==> config.mk <==
export PLATFORM = sky130hd
export DESIGN_NAME = uart_wb_bridge
export DESIGN_NICKNAME = d
export VERILOG_FILES = /design/src/rtl/uart_wb_bridge_pkg.sv /design/src/rtl/uart_byte_io.sv /design/src/rtl/uart_wb_bridge.sv
export SDC_FILE = /design/constraint.sdc
export NUM_CORES = 1
export LEC_CHECK = 0
export ABC_CLOCK_PERIOD_IN_PS = 5730
export BUFFER_PORTS_ARGS = -buffer_cell sky130_fd_sc_hd__buf_2
export CELL_PAD_IN_SITES_DETAIL_PLACEMENT = 1
export CELL_PAD_IN_SITES_GLOBAL_PLACEMENT = 1
export CORE_AREA = 2 2 155 157
export DETAILED_ROUTE_END_ITERATION = 12
export DIE_AREA = 0 0 157 159
export PLACE_DENSITY = 0.53
export SYNTH_ARGS = -nofsm -noshare
export SYNTH_HDL_FRONTEND = slang
export SYNTH_SLANG_ARGS = --single-unit
==> constraint.sdc <==
create_clock -name clk -period 5.73 [get_ports clk]
set_input_delay 0 -clock clk [delete_from_list [all_inputs] [get_ports clk]]
set_output_delay 0 -clock clk [all_outputs]
set_load 0.05 [all_outputs]
==> src/rtl/uart_wb_bridge_pkg.sv <==
// Shared definitions for the UART-to-Wishbone bridge: command bytes and FSM states.
package uart_wb_bridge_pkg;

  localparam logic [7:0] CMD_READ  = 8'h01;
  localparam logic [7:0] CMD_WRITE = 8'hAA;

  typedef enum logic [2:0] {
    IDLE,
    RX_ADDR,
    RX_DATA,
    WB_WRITE,
    WB_READ,
    TX_DATA
  } state_t;

endpackage

==> src/rtl/uart_byte_io.sv <==
// 8N1 byte transceiver: synchronized mid-bit RX sampler and back-to-back TX serializer,
// both timed by the same CLKS_PER_BIT bit-period counter rule.
module uart_byte_io #(
  parameter int CLKS_PER_BIT = 5208
) (
  input  logic       clk,
  input  logic       rst,
  input  logic       uart_rx,
  input  logic       rx_en,
  output logic [7:0] rx_data,
  output logic       rx_valid,
  input  logic [7:0] tx_data,
  input  logic       tx_start,
  output logic       tx_ready,
  output logic       tx_busy,
  output logic       uart_tx
);

  localparam int               CNT_W    = $clog2(CLKS_PER_BIT);
  localparam logic [CNT_W-1:0] FULL_LIM = CNT_W'(CLKS_PER_BIT - 1);
  localparam logic [CNT_W-1:0] HALF_LIM = CNT_W'(CLKS_PER_BIT / 2 - 1);

  // Bit-period counter rule shared by both directions: wraps at lim.
  function automatic logic [CNT_W-1:0] cnt_next(input logic [CNT_W-1:0] cnt,
                                                input logic [CNT_W-1:0] lim);
    return (cnt == lim) ? '0 : cnt + 1'b1;
  endfunction

  logic             rx_s1, rx_s2, rx_s3;
  logic             rx_fall;
  logic             rx_active;
  logic [3:0]       rx_idx;
  logic [CNT_W-1:0] rx_cnt;
  logic [CNT_W-1:0] rx_lim;
  logic             rx_tick;
  logic [7:0]       rx_shift;

  logic             tx_active;
  logic [3:0]       tx_idx;
  logic [CNT_W-1:0] tx_cnt;
  logic [8:0]       tx_shift;
  logic             tx_line;
  logic             tx_tick;
  logic             tx_last;

  // Two-flop synchronizer plus one history flop for falling-edge detection.
  always_ff @(posedge clk or posedge rst) begin
    if (rst) begin
      rx_s1 <= 1'b1;
      rx_s2 <= 1'b1;
      rx_s3 <= 1'b1;
    end else begin
      rx_s1 <= uart_rx;
      rx_s2 <= rx_s1;
      rx_s3 <= rx_s2;
    end
  end

  assign rx_fall = rx_s3 & ~rx_s2;
  // Index 0 is the start bit, checked half a bit in; later bits are a full bit apart.
  assign rx_lim  = (rx_idx == 4'd0) ? HALF_LIM : FULL_LIM;
  assign rx_tick = rx_active && (rx_cnt == rx_lim);

  // Receive sampler: start re-check, 8 data bits LSB first, stop-bit validation.
  always_ff @(posedge clk or posedge rst) begin
    if (rst) begin
      rx_active <= 1'b0;
      rx_idx    <= '0;
      rx_cnt    <= '0;
      rx_shift  <= '0;
      rx_valid  <= 1'b0;
    end else begin
      rx_valid <= 1'b0;
      if (!rx_active) begin
        rx_cnt <= '0;
        rx_idx <= '0;
        if (rx_fall) rx_active <= 1'b1;
      end else begin
        rx_cnt <= cnt_next(rx_cnt, rx_lim);
        if (rx_tick) begin
          if (rx_idx == 4'd0) begin
            // A start bit that is high again at mid-bit was only a glitch.
            if (rx_s2) rx_active <= 1'b0;
            else       rx_idx    <= 4'd1;
          end else if (rx_idx <= 4'd8) begin
            rx_shift <= {rx_s2, rx_shift[7:1]};
            rx_idx   <= rx_idx + 1'b1;
          end else begin
            // Framing error (stop low) or disabled receiver drops the byte.
            rx_active <= 1'b0;
            rx_valid  <= rx_s2 & rx_en;
          end
        end
      end
    end
  end

  assign rx_data = rx_shift;

  assign tx_tick  = tx_active && (tx_cnt == FULL_LIM);
  assign tx_last  = tx_tick && (tx_idx == 4'd9);
  // Ready during the final clock of a stop bit so the next byte follows without a gap.
  assign tx_ready = !tx_active || tx_last;
  assign tx_busy  = tx_active;

  // Transmit serializer: start bit, 8 data bits LSB first, stop bit.
  always_ff @(posedge clk or posedge rst) begin
    if (rst) begin
      tx_active <= 1'b0;
      tx_idx    <= '0;
      tx_cnt    <= '0;
      tx_shift  <= '1;
      tx_line   <= 1'b1;
    end else if (tx_start && tx_ready) begin
      tx_active <= 1'b1;
      tx_idx    <= '0;
      tx_cnt    <= '0;
      tx_shift  <= {1'b1, tx_data};
      tx_line   <= 1'b0;
    end else if (tx_last) begin
      tx_active <= 1'b0;
      tx_cnt    <= '0;
      tx_line   <= 1'b1;
    end else if (tx_active) begin
      tx_cnt <= cnt_next(tx_cnt, FULL_LIM);
      if (tx_tick) begin
        tx_line  <= tx_shift[0];
        tx_shift <= {1'b1, tx_shift[8:1]};
        tx_idx   <= tx_idx + 1'b1;
      end
    end
  end

  assign uart_tx = tx_line;

endmodule

==> src/rtl/uart_wb_bridge.sv <==
// UART-to-Wishbone master: decodes read/write command frames from the serial line,
// runs one classic Wishbone cycle per command and returns read data over UART.
module uart_wb_bridge
  import uart_wb_bridge_pkg::*;
#(
  parameter int DATA_WIDTH = 32,
  parameter int ADDR_WIDTH = 16,
  parameter int BAUD_RATE  = 9600,
  parameter int CLOCK_FREQ = 50000000
) (
  input  logic                  clk,
  input  logic                  rst,
  input  logic                  uart_rx,
  output logic                  uart_tx,
  input  logic                  start_rx,
  output logic                  wb_cyc_o,
  output logic                  wb_stb_o,
  output logic                  wb_we_o,
  output logic [ADDR_WIDTH-1:0] wb_adr_o,
  output logic [DATA_WIDTH-1:0] wb_dat_o,
  input  logic [DATA_WIDTH-1:0] wb_dat_i,
  input  logic                  wb_ack_i
);

  localparam int CLKS_PER_BIT = CLOCK_FREQ / BAUD_RATE;
  localparam int ADDR_BYTES   = ADDR_WIDTH / 8;
  localparam int DATA_BYTES   = DATA_WIDTH / 8;

  state_t                state, next_state;
  logic                  is_write;
  logic [7:0]            byte_cnt;
  logic [ADDR_WIDTH-1:0] adr_q;
  logic [DATA_WIDTH-1:0] dat_q;
  logic [DATA_WIDTH-1:0] rd_word;
  logic [7:0]            rx_data;
  logic                  rx_valid;
  logic                  tx_start;
  logic                  tx_ready;
  logic                  tx_busy;
  logic                  addr_last;
  logic                  data_last;
  logic                  tx_all_sent;

  uart_byte_io #(
    .CLKS_PER_BIT(CLKS_PER_BIT)
  ) u_byte_io (
    .clk     (clk),
    .rst     (rst),
    .uart_rx (uart_rx),
    .rx_en   (start_rx),
    .rx_data (rx_data),
    .rx_valid(rx_valid),
    .tx_data (rd_word[7:0]),
    .tx_start(tx_start),
    .tx_ready(tx_ready),
    .tx_busy (tx_busy),
    .uart_tx (uart_tx)
  );

  assign addr_last   = (byte_cnt == 8'(ADDR_BYTES - 1));
  assign data_last   = (byte_cnt == 8'(DATA_BYTES - 1));
  assign tx_all_sent = (byte_cnt == 8'(DATA_BYTES));

  // State register.
  always_ff @(posedge clk or posedge rst) begin
    if (rst) state <= IDLE;
    else     state <= next_state;
  end

  // Next-state decode; bytes arriving in the bus and reply states are ignored.
  always_comb begin
    next_state = state;
    case (state)
      IDLE:     if (rx_valid && (rx_data == CMD_WRITE || rx_data == CMD_READ)) next_state = RX_ADDR;
      RX_ADDR:  if (rx_valid && addr_last) next_state = is_write ? RX_DATA : WB_READ;
      RX_DATA:  if (rx_valid && data_last) next_state = WB_WRITE;
      WB_WRITE: if (wb_ack_i) next_state = IDLE;
      WB_READ:  if (wb_ack_i) next_state = TX_DATA;
      TX_DATA:  if (tx_all_sent && !tx_busy) next_state = IDLE;
      default:  next_state = IDLE;
    endcase
  end

  // Bus strobes and TX byte requests decoded from the current state.
  always_comb begin
    wb_cyc_o = (state == WB_WRITE) || (state == WB_READ);
    wb_stb_o = (state == WB_WRITE) || (state == WB_READ);
    wb_we_o  = (state == WB_WRITE);
    tx_start = (state == TX_DATA) && tx_ready && !tx_all_sent;
  end

  // Field assembly (LSB-first shift-in), read-data capture and reply byte shifting.
  always_ff @(posedge clk or posedge rst) begin
    if (rst) begin
      is_write <= 1'b0;
      byte_cnt <= '0;
      adr_q    <= '0;
      dat_q    <= '0;
      rd_word  <= '0;
    end else begin
      case (state)
        IDLE: begin
          byte_cnt <= '0;
          if (rx_valid) is_write <= (rx_data == CMD_WRITE);
        end
        RX_ADDR: if (rx_valid) begin
          adr_q    <= ADDR_WIDTH'({rx_data, adr_q} >> 8);
          byte_cnt <= addr_last ? '0 : byte_cnt + 1'b1;
        end
        RX_DATA: if (rx_valid) begin
          dat_q    <= DATA_WIDTH'({rx_data, dat_q} >> 8);
          byte_cnt <= data_last ? '0 : byte_cnt + 1'b1;
        end
        WB_READ: if (wb_ack_i) begin
          rd_word  <= wb_dat_i;
          byte_cnt <= '0;
        end
        TX_DATA: if (tx_start) begin
          rd_word  <= rd_word >> 8;
          byte_cnt <= byte_cnt + 1'b1;
        end
        default: ;
      endcase
    end
  end

  assign wb_adr_o = adr_q;
  assign wb_dat_o = dat_q;

endmodule

**Word-level counts from Yosys, hierarchy flattened**

Index checks and enable logic that the tools add are counted.

- Logic and storage cells: 143
- Register bits after elaboration: 150

- Bitwise operators: 4
- Magnitude comparators: 1
- Add/subtract/negate cells: 5
- Mux-type cells: 54
- Equal/unequal tests: 26
- Reductions and logical operators: 34

Operator list:

| kind | number |
|---|---|
| $mux 13 | 7 |
| $mux 32 | 2 |
| $pmux 32 s2 | 1 |
| $mux 8 | 6 |
| $pmux 8 s5 | 1 |
| $mux 4 | 9 |
| $mux 9 | 4 |
| $add 13x1->13 const B | 2 |
| $mux 3 | 7 |
| $pmux 3 s6 | 1 |
| $eq 8x1->1 const B | 2 |
| $mux 1 | 16 |
| $ne 2x2->1 const B | 7 |
| $eq 13x13->1 | 1 |
| $eq 13x13->1 const B | 1 |
| $logic_and 1x1->1 | 10 |
| $reduce_and 3->1 | 3 |
| $add 4x1->4 const B | 2 |
| $add 8x1->8 const B | 1 |
| $eq 8x2->1 const B | 1 |
| $eq 8x3->1 const B | 1 |
| $eq 8x8->1 const B | 1 |
| $ne 2x1->1 const B | 4 |
| $reduce_and 2->1 | 4 |
| 18 further kinds | 30 |

**Longest topological paths before layout**

Gate-level depths: netlist (run 1).

- Depth in word-level cells: 9
- Mapped depth: 9
- Mapped depth without buffers: 7

**Hierarchy**

From an unflattened synthesis (run 1), not the netlist that was laid out.

- Cells, all modules: 629
- Area, all modules: 7106.8 um2

By module, submodules not included:

| module | times used | cells an instance | area an instance (um2) |
|---|---|---|---|
| uart_wb_bridge | 1 | 350 | 4156.5 |
| uart_byte_io | 1 | 279 | 2950.3 |

**Worst setup path before layout (run 1)**

No wires, ideal clock.

- Path type: reg-to-reg
- From: register u_byte_io.tx_cnt[5]
- To: register byte_cnt[7]
- Period minus slack after synthesis: 2260 ps
- Path slack: 3470 ps
- Path buffers: 1
- Arrival: 2139 ps
- Required time: 5609 ps
- Cell stages (with the launch flop): 7
- Setup time: 121 ps
- Cells stage by stage: dfrtp_1 -> or4b_4 -> o41ai_4 -> buf_6 -> a31oi_4 -> a211o_1 -> a22o_1

- Cells in the longest elaborated chain, start to end: 8

RTL lines:

| what | line | text |
|---|---|---|
| start: declaration | uart_byte_io.sv:40 | `logic [CNT_W-1:0] tx_cnt;` |
| start signal: assignment | uart_byte_io.sv:125 | `tx_cnt <= cnt_next(tx_cnt, FULL_LIM);` |
| $eq 13x13->1 | uart_byte_io.sv:100 | `assign tx_tick = tx_active && (tx_cnt == FULL_LIM);` |
| $logic_and 1x1->1 | uart_byte_io.sv:100 |  |
| $logic_and 1x1->1 | uart_byte_io.sv:101 | `assign tx_last = tx_tick && (tx_idx == 4'd9);` |
| $logic_or 1x1->1 | uart_byte_io.sv:103 | `assign tx_ready = !tx_active \|\| tx_last;` |
| $logic_and 1x1->1 (2 in a row) | uart_wb_bridge.sv:89 | `tx_start = (state == TX_DATA) && tx_ready && !tx_all_sent;` |
| $ne 2x1->1 (no source line) | - |  |
| $reduce_and 5->1 (no source line) | - |  |
| end signal: assignment | uart_wb_bridge.sv:108 | `byte_cnt <= addr_last ? '0 : byte_cnt + 1'b1;` |
| end signal: assignment | uart_wb_bridge.sv:112 | `byte_cnt <= data_last ? '0 : byte_cnt + 1'b1;` |
| end signal: assignment | uart_wb_bridge.sv:120 | `byte_cnt <= byte_cnt + 1'b1;` |
| end: declaration | uart_wb_bridge.sv:31 | `logic [7:0] byte_cnt;` |

No other way between the ends.
A chain may end at the register's enable or synchronous reset.

**Worst setup path in the final report (run 1)**

- From: register u_byte_io.tx_cnt[5]
- To: register u_byte_io.tx_shift[1]

- Cells in the longest elaborated chain, start to end: 9
- Elaborated cells on any way between the ends: 12
- Classes of those cells: eq/ne: 2; mux: 1; reduce/logical: 9

RTL lines:

| what | line | text |
|---|---|---|
| $eq 13x13->1 (*) | uart_byte_io.sv:100 |  |
| $logic_and 1x1->1 (*) | uart_byte_io.sv:100 |  |
| $logic_and 1x1->1 | uart_byte_io.sv:101 |  |
| $logic_or 1x1->1 | uart_byte_io.sv:103 |  |
| $logic_and 1x1->1 (2 in a row) | uart_wb_bridge.sv:89 |  |
| $logic_and 1x1->1 | uart_byte_io.sv:114 | `end else if (tx_start && tx_ready) begin` |
| $ne 2x2->1 (no source line) or $reduce_bool 2->1 (tied branches) | - |  |
| $reduce_and 3->1 (no source line) | - |  |
| end signal: assignment | uart_byte_io.sv:118 | `tx_shift <= {1'b1, tx_data};` |
| end signal: assignment | uart_byte_io.sv:128 | `tx_shift <= {1'b1, tx_shift[8:1]};` |
| end: declaration | uart_byte_io.sv:41 | `logic [8:0] tx_shift;` |

Mark *: on every way between the ends. The rest lies on a longest branch, timed or not.

==> results.yml, run 1 <==
outcome:
  status: "completed"
grt:
  first_global_vias: 5457
  grt_pass1_wl_mm: 28.0
  grt_max_degree: 78
  grt_overflow_total: 0
  track_usage_pct: 13.8
  antenna_found_initial: 0
die:
  coreArea_um2: 23200
  start_util_pct: 29.9
  ios: 89
  die_x_um: 157
  die_h_um: 159
  die_area_um2: 25000
  num_rows: 56
logic_synthesis:
  ys.flop_type: "dfrtp_1"
  ys_ff_latch: 149
  ys_types: 60
  synth_edf_count: 0
  syn-num-nets: 668
  syn_avg_cell_area_um2: 11.1
  synth-warning-count: 0
  syn_inst: 622
  async_reset_ff_share_pct: 100
  synth_seq_area_share_pct: 54.0
  syn_area_um2: 6930
worst_setup_path:
  path_max_fanout: 11
  r2r-end: "u_byte_io.tx_shift[1]$_DFFE_PP1P_"
  crit_path_end_kind: "register"
  reg2reg_depth: 5
  crit_type: "register to register"
  rrSetupSlack_ps: 2940
  critPathArrivalTime_ps: 3140
  rr_startpoint: "u_byte_io.tx_cnt[5]$_DFFE_PP0P_"
  startpoint_type: "register"
  worstPathRequired_ps: 6080
worst_hold_path:
  min_to: "u_byte_io.rx_s1$_DFF_PP1_"
  min_path_type: "input pin to register"
  min_from: "uart_rx"
  hold_depth: 2
timing:
  slew_violations: 0
  rsz0062_at_grt: "false"
  final_hold_viol_count: 0
  setup_tns_ps: 0
  max_slew_margin_pct: 30.5
  setup_viol: 0
  finalCritPeriodShare_pct: 48.8
  worst_clock_skew_ps: 13.6
  period_minus_slack_ps: 2790
  max_slew.worst_pin.slew_ps: 1030
  max_freq_ghz: 0.358
clock_tree:
  clk_pin_slew_ps: 70
  cts_buffers: 17
  cts_root_buffer: "clkbuf_16"
  cts_buffer_depth: 2
  h-tree-depth: 4
  cts.sinks: 149
  cts_tree: "built"
  clk_latency_ps: 430
  post_cts_buffers: 0
routing:
  vias: 5085
  wirelength_mm: 16.2
  drt_pass1_iterations: 5
  drtIter0Drc: 177
  ant_nets: 0
  route.detailed.drc: 0
  wl_per_cell_um: 15.1
  via_per_inst: 4.76
pwr:
  vdd_drop_max_v: 0.000154
  p_leak_nw: 4.01
  power_per_cell_area_nw_per_um2: 340
flow_run:
  drv_cap: 0
layout:
  syn_to_final_growth_pct: 24.9
  n_antenna_cell: 0
  layout.cells.non_filler: 1069
  drive_gt1_share_pct: 27.6
  fin_nets: 783
place:
  place_hpwl_mm: 10.8
  dp_cells: 1001
  portBuffers: 88
  gp_congestion: 0.776
through the flow:
step	setup slack, ps	cell area [um2]	hold WS (ps)	util [%]	total power [W]
6_report	2940	8660	223	37.3	0.00294
3_3_place_gp	2980	7690	106	33.1	0.00179
2_1_floorplan	1740	6930	4.48	-	0.00167
3_5_place_dp	2910	7690	116	33.1	0.00181
5_1_grt	2760	8660	203	37.3	0.00313
4_1_cts	2890	8660	206	37.3	0.00300
registers in the layout, summed over array words and instances, names as in the netlist, 3 cells and up:
| register | flops |
|---|---|
| u_byte_io.tx_cnt | 13 |
| u_byte_io.rx_data | 8 |
| u_byte_io.rx_cnt | 13 |
| state | 3 |
| wb_adr_o | 16 |
| byte_cnt | 8 |
| u_byte_io.rx_idx | 4 |
| wb_dat_o | 32 |
| u_byte_io.tx_idx | 4 |
| rd_word | 32 |
| u_byte_io.tx_shift | 8 |
cells in the final DEF, fill, tap and decap left out, types with 8 or more instances in the layout:
cell type and count:
o21ai_0 54, nand4_1 11, nor2b_1 8, a21oi_1 8, nor3_1 8, mux2_2 57, clkbuf_16 17, ha_1 9
xor2_1 13, dlygate4sd3_1 36, buf_2 88, dfrtp_1 137, inv_1 15, nand2_1 64, xnor2_1 9, and3_1 15
nand2b_1 9, dfstp_2 12, mux2i_1 27, nor2_1 40, nand3_1 14
cells by family after synthesis:
logic type / after synthesis / share of synthesized area, %
flops: 149 / 54.0
compound gates: 108 / 10.6
mux: 84 / 13.2
fa+ha+maj: 9 / 1.62
xor+xnor: 22 / 2.78
simple gates: 201 / 14.9
buf+inv: 49 / 2.96
worst max-delay path, cell delays in order (launching register included):
cell     delay, ps
dfrtp_1        430
or4b_4         600
o41ai_4        750
and2_1         450
a31oi_2        130
a221o_1        360
how the worst max path moves through the flow:
| stage | startpoint | to | slack, ps | cells after the start |
|---|---|---|---|---|
| 2_1_floorplan | rst | byte_cnt[0]$_DFFE_PP0P_ | 1740 | 1 |
| 3_3_place_gp | u_byte_io.tx_cnt[5]$_DFFE_PP0P_ | u_byte_io.tx_shift[4]$_DFFE_PP1P_ | 2980 | 5 |
| 3_5_place_dp | u_byte_io.tx_cnt[5]$_DFFE_PP0P_ | u_byte_io.tx_shift[1]$_DFFE_PP1P_ | 2910 | 5 |
| 4_1_cts | u_byte_io.tx_cnt[5]$_DFFE_PP0P_ | u_byte_io.tx_shift[1]$_DFFE_PP1P_ | 2890 | 5 |
| 5_1_grt | u_byte_io.tx_cnt[5]$_DFFE_PP0P_ | u_byte_io.tx_shift[5]$_DFFE_PP1P_ | 2760 | 5 |
| 6_report | u_byte_io.tx_cnt[5]$_DFFE_PP0P_ | u_byte_io.tx_shift[1]$_DFFE_PP1P_ | 2940 | 5 |
per-layer routing:
layer | GRT usage, % | vias up | wire length, um
li1 | - | 2448 | -
met1 | 18.3 | 2543 | 7620
met2 | 22.5 | 76 | 7900
met3 | 2.94 | 18 | 431
met4 | 4.59 | 0 | 230
met5 | 0 | - | 0
final cells by class:
cell class                      instances  area, um2
Clock inverter                         15        184
Multi-Input combinational cell        424       3000
Timing Repair Buffer                  129        838
Fill cell                            2568      14500
Tap cell                              319        399
Clock buffer                           17        425
Inverter                               16       65.1
Sequential cell                       149       3740
synth_stat cells (4+ instances only):
cell / count / share of area [%]
a21oi_1: 9 / 0.65
a221o_1: 7 / 1.0
a22o_1: 7 / 0.88
and3_1: 15 / 1.4
clkbuf_1: 25 / 1.4
dfrtp_1: 137 / 49
dfstp_2: 12 / 4.5
ha_1: 9 / 1.6
inv_1: 16 / 0.87
mux2_2: 57 / 9.3
mux2i_1: 27 / 3.9
nand2_1: 64 / 3.5
nand2b_1: 9 / 0.81
nand3_1: 14 / 1.0
nand3b_1: 5 / 0.54
nand4_1: 11 / 0.99
nor2_1: 40 / 2.2
nor2b_1: 8 / 0.72
nor3_1: 8 / 0.58
nor4_1: 6 / 0.54
o211ai_1: 6 / 0.65
o21ai_0: 54 / 3.9
o31ai_1: 4 / 0.43
xnor2_1: 9 / 1.1
xor2_1: 13 / 1.6
what timing repair did:
action,in CTS,in global routing
endpoints found under the setup margin,0,0
hold buffers,36,0
gates resized for setup,0,0
hold endpoints to repair,102,0
power breakdown:
group / leakage, nW / total (W) / switching (W) / internal [W]
combinational: 1.75 / 0.000459 / 0.000256 / 0.000203
sequential: 1.97 / 0.00134 / 0.000141 / 0.00120
clock: 0.289 / 0.00114 / 0.000512 / 0.000627
total: 4.01 / 0.00294 / 0.000910 / 0.00203
Note: power is estimated with default switching activity, not from simulation.
==> run 2, diff against run 1 <==
- ABC_CLOCK_PERIOD_IN_PS: 5730 -> 2300
- PLACE_DENSITY: 0.53 -> 0.55
- clock period: 5.73 -> 2.3 ns (I/O delays scaled with it)
==> run 2 against run 1 <==
Against the previous run: die area unchanged; worst setup slack got worse by 2900 ps; via count rose by 2.5%; combinational power grew to 2.8 times the previous value; first-iteration DRC count is 9.0% lower; routed wire length rose by 5.1%; sequential share of layout area fell by 1.7 points; core utilization up 1.5 points; clock skew down 4.5 ps; maximum frequency is 25% higher; non-clock buffer count rose by 32; sequential cell count is the same; critical path type unchanged; largest power group unchanged.
==> results.yml, run 2 (synthesis results as in run 1) <==
timing:
  finalCritPeriodShare_pct: 97.2
  worst_clock_skew_ps: 9.13
  final_hold_viol_count: 0
  max_freq_ghz: 0.448
  rsz0062_at_grt: "true"
  whs_ps: 218
  setup_viol: 0
  slew_violations: 0
  period_minus_slack_ps: 2230
  max_slew_margin_pct: 61.1
  max_slew.worst_pin.slew_ps: 584
clock_tree:
  h-tree-depth: 4
  cts.sinks: 149
  clk_latency_ps: 420
  cts_buffers: 17
  cts_buffer_depth: 2
  cts_root_buffer: "clkbuf_16"
  cts_tree: "built"
  clk_pin_slew_ps: 70
layout:
  layout.cells.non_filler: 1101
  post-route-util_pct: 38.8
  final_cell_mix: "137 x dfrtp_1, 88 x buf_2, 63 x nand2_1"
  drive_gt1_share_pct: 31.1
  syn_to_final_growth_pct: 29.9
  n_antenna_cell: 0
  fin_nets: 815
  layout_commonest_cell: "dfrtp_1"
worst_setup_path:
  max_stage_delay_ps: 580
  path_max_fanout: 4
  startpoint_type: "register"
  crit_path_end_kind: "register"
  critPathTopFamily: "compound AO/OA/AOI/OAI gates"
  crit_type: "register to register"
  worstPathRequired_ps: 2610
  path_buf_inv: 1
  cpMaxStageDelayCell: "or4b_4"
  reg2reg_depth: 6
  worstSetupPathDepth: 6
  path_cells: "or4b_4 > o41ai_4 > buf_4 > a31o_4 > o211ai_1 > a22o_1"
  critPathArrivalTime_ps: 2540
die:
  ios: 89
  die_area_um2: 25000
  die_x_um: 157
  start_util_pct: 29.9
  num_rows: 56
  die_h_um: 159
  coreArea_um2: 23200
grt:
  antenna_found_initial: 0
  grt_pass1_wl_mm: 27.8
  grt_max_degree: 68
  grt_overflow_total: 0
  track_usage_pct: 13.8
  first_global_vias: 5432
flow_run:
  drv_cap: 0
pwr:
  power_per_cell_area_nw_per_um2: 830
  p_leak_nw: 4.21
  vdd_drop_max_v: 0.000413
outcome:
  status: "completed"
place:
  portBuffers: 88
  gp_congestion: 0.773
  place_hpwl_mm: 11.4
  dp_cells: 1023
routing:
  drtIter0Drc: 161
  wirelength_mm: 17.0
  drt_pass1_iterations: 4
  vias: 5213
  wl_per_cell_um: 15.4
  via_per_inst: 4.73
  ant_nets: 0
  route.detailed.drc: 0
worst_hold_path:
  min_path_type: "input pin to register"
  hold_depth: 2
==> run 2: changes by cell type in the layout (fill, tap and decap cells not counted), sizes merged <==
| cell | delta |
|---|---|
| buf | +29 |
| clkbuf | +2 |
| clkinv | -1 |
| dlygate4sd3 | +1 |
| inv | +1 |
==> run 2: layout make-up <==
cell class	count	area [um2]
clock buffers	17	425
flip-flops and latches	149	3740
clock inverters	15	180
well taps	319	399
inverters	16	63.8
fillers	2553	14200
repair buffers	161	1160
multi-input cells	424	3030
==> run 2: what timing repair did <==
item,in CTS,in global routing
gates resized for setup,0,9
hold buffers,37,0
endpoints found under the setup margin,0,54
endpoints found under the hold margin,172,0
setup buffers,0,6
==> run 2: metal layers <==
metal | vias to the layer above | GRT usage (%) | wire [um]
met1 | 2609 | 18.3 | 7940
met3 | 13 | 3.32 | 510
met4 | 0 | 3.84 | 171
li1 | 2509 | - | -
met2 | 82 | 22.4 | 8370
met5 | - | 0 | 0
==> run 2: final timing paths <==
path                                             startpoint                       endpoint  slack (ps)
min reg2reg                       u_byte_io.rx_s1$_DFF_PP1_      u_byte_io.rx_s2$_DFF_PP1_         360
max in group asynchronous                               rst       wb_dat_o[30]$_DFFE_PP0P_         940
min                                                 uart_rx      u_byte_io.rx_s1$_DFF_PP1_         220
max reg2reg                u_byte_io.tx_cnt[11]$_DFFE_PP0P_        byte_cnt[5]$_DFFE_PP0P_          70
min in group asynchronous                               rst  u_byte_io.rx_cnt[0]$_DFF_PP0_         590
max                        u_byte_io.tx_cnt[11]$_DFFE_PP0P_        byte_cnt[5]$_DFFE_PP0P_          70
==> run 2: report_power, final <==
group | internal (W) | total [W] | switching [W]
Sequential | 0.00300 | 0.00333 | 0.000331
Combinational | 0.000581 | 0.00130 | 0.000716
Clock | 0.00157 | 0.00285 | 0.00128
==> run 2: per-stage QoR <==
step,setup slack [ps],cell area [um2],setup TNS (ps),total power [W]
3_3_place_gp,58.6,7890,0,0.00451
6_report,65.5,9000,0,0.00747
4_1_cts,19.4,8860,0,0.00753
5_1_grt,-18.6,9000,-49.5,0.00793
2_1_floorplan,39.7,6930,0,0.00416
3_5_place_dp,31.6,7890,0,0.00457
==> run 3, diff against run 2 <==
- SETUP_SLACK_MARGIN: not set -> 0.1
- SKIP_LAST_GASP: not set -> 1
==> run 3 against run 2 <==
Against the previous run: the run now ends with setup timing left; final area increased by 1.6%; first-iteration DRC count decreased by 3.7%; worst setup slack got worse by 72 ps; clock skew increased by 3.9 ps; critical path type unchanged; largest power group unchanged.
==> results.yml, run 3 (synthesis results as in run 1) <==
worst_setup_path:
  cpMaxStageDelayCell: "or4b_4"
  worstPathRequired_ps: 2610
  startpoint_type: "register"
  path_max_fanout: 16
  crit_type: "register to register"
  critPathTopFamily: "simple AND/OR/NAND/NOR gates"
  path_buf_inv: 3
  critPathArrivalTime_ps: 2610
  max_stage_delay_ps: 580
  path_cells: "or4b_4 > o41ai_4 > buf_12 > buf_4 > a21oi_4 > clkbuf_16 > nand2_1 > o21ai_0"
  crit_path_end_kind: "register"
routing:
  vias: 5280
  wirelength_mm: 17.7
  wl_per_cell_um: 16.1
  ant_nets: 0
  drtIter0Drc: 155
  route.detailed.drc: 0
  via_per_inst: 4.80
  drt_pass1_iterations: 6
layout:
  multiInputGateArea_um2: 3090
  fillers: 2512
  fin_nets: 815
  layout_commonest_cell: "dfrtp_1"
  final_area_um2: 9140
  seq_area_um2: 3740
  drive_gt1_share_pct: 33.0
  n_antenna_cell: 0
  final_cell_mix: "137 x dfrtp_1, 88 x buf_2, 58 x nand2_1"
  syn_to_final_growth_pct: 31.9
outcome:
  status: "finished, violations left"
  violations: "setup timing"
die:
  die_h_um: 159
  start_util_pct: 29.9
  coreArea_um2: 23200
  die_area_um2: 25000
  die_x_um: 157
  num_rows: 56
  ios: 89
clock_tree:
  cts_buffers: 17
  cts_buffer_depth: 2
  clk_latency_ps: 430
  cts.sinks: 149
  cts_tree: "built"
  h-tree-depth: 4
  clk_pin_slew_ps: 70
  cts_root_buffer: "clkbuf_16"
grt:
  first_global_vias: 5712
  track_usage_pct: 14.5
  grt_pass1_wl_mm: 29.1
  use_met3_pct: 3.10
  antenna_found_initial: 0
  grt_max_degree: 83
  grt_overflow_total: 0
  use_met2_pct: 24.1
  grt-busiest-layer: "met2"
  use_met1_pct: 18.7
pwr:
  power_w: 0.00765
  combPwrFrac_pct: 18.3
  p_int_w: 0.00521
  p_sw_share_pct: 31.9
  power_per_cell_area_nw_per_um2: 837
  p_switching_w: 0.00244
  seqPwrFrac_pct: 43.8
  vdd_drop_max_v: 0.000534
  p_leak_nw: 4.25
  power_frac_clock_pct: 37.9
timing:
  rsz0062_at_grt: "true"
  slew_violations: 0
  final_hold_viol_count: 0
  setup_viol: 1
  finalCritPeriodShare_pct: 100
  max_slew_margin_pct: 64.6
  max_freq_ghz: 0.434
  worst_clock_skew_ps: 13.0
  setup_tns_ps: -6.61
  period_minus_slack_ps: 2310
  max_slew.worst_pin.slew_ps: 531
  setup_ws_ps: -6.61
place:
  place_hpwl_mm: 11.5
  gp_congestion: 0.796
  portBuffers: 88
  place_area_um2: 7920
flow_run:
  drv_cap: 0
worst_hold_path:
  min_path_type: "input pin to register"
==> run 3: path summary, 6_finish.rpt <==
| check | depth (start not counted) | end | slack [ps] | startpoint |
|---|---|---|---|---|
| setup / recovery | 8 | rd_word[5]$_DFFE_PP0P_ | -7 | u_byte_io.tx_cnt[8]$_DFFE_PP0P_ |
| min in group asynchronous | 4 | rd_word[27]$_DFFE_PP0P_ | 250 | rst |
| max in group asynchronous | 4 | u_byte_io.rx_s1$_DFF_PP1_ | 1650 | rst |
| hold / removal | 2 | u_byte_io.rx_s1$_DFF_PP1_ | 210 | uart_rx |
| hold reg to reg | 0 | u_byte_io.rx_s2$_DFF_PP1_ | 360 | u_byte_io.rx_s1$_DFF_PP1_ |
| setup reg to reg | 8 | rd_word[5]$_DFFE_PP0P_ | -7 | u_byte_io.tx_cnt[8]$_DFFE_PP0P_ |
==> run 3: stage by stage <==
step | hold WS, ps | setup slack (ps) | utilization [%] | cells
6_report | 211 | -6.61 | 39.4 | 1101
5_1_grt | 227 | -101 | 39.4 | 1101
4_1_cts | 197 | 19.4 | 38.6 | 1096
3_5_place_dp | 109 | -67.2 | 34.1 | 1022
3_3_place_gp | 109 | 41.9 | 34.1 | 1022
2_1_floorplan | 4.48 | 92.6 | - | 622
==> run 3: worst reg2reg max path: cells and delay by family (launching register included) <==
kind,cells,cell delay (ps)
and+or+nand+nor,2,670
AOI/OAI and AO/OA,3,630
buffers and inverters,3,490
DFF,1,380
==> run 3: power by group through the flow <==
stage          registers (W)  logic (W)  clock network [W]
2_1_floorplan        0.00325   0.000912                  0
3_3_place_gp         0.00335    0.00118                  0
3_5_place_dp         0.00338    0.00122                  0
4_1_cts              0.00333    0.00129            0.00301
5_1_grt              0.00341    0.00159            0.00310
6_report             0.00335    0.00140            0.00290
==> run 3: repair_timing <==
| item | 4_1_cts | 5_1_grt |
|---|---|---|
| pin swaps | 4 | 5 |
| resized for setup | 1 | 43 |
| buffers inserted | 6 | 0 |
| gates cloned | 0 | 5 |
| endpoints found under the setup margin | 22 | 69 |
| endpoints found under the hold margin | 172 | 0 |
| hold buffers | 36 | 0 |
==> run 3: routing by layer <==
layer / part of all wire (%) / vias up
li1: - / 2519
met2: 50 / 73
met1: 46 / 2672
met5: 0 / -
met4: 1.3 / 0
met3: 2.4 / 16
==> run 3: final cells by class <==
type | count | area share (%)
clock inverters | 15 | 2.22
multi-input cells | 424 | 33.8
inverters | 16 | 0.698
flip-flops and latches | 149 | 40.9
well taps | 319 | 4.37
clock buffers | 17 | 4.65
repair buffers | 161 | 13.3
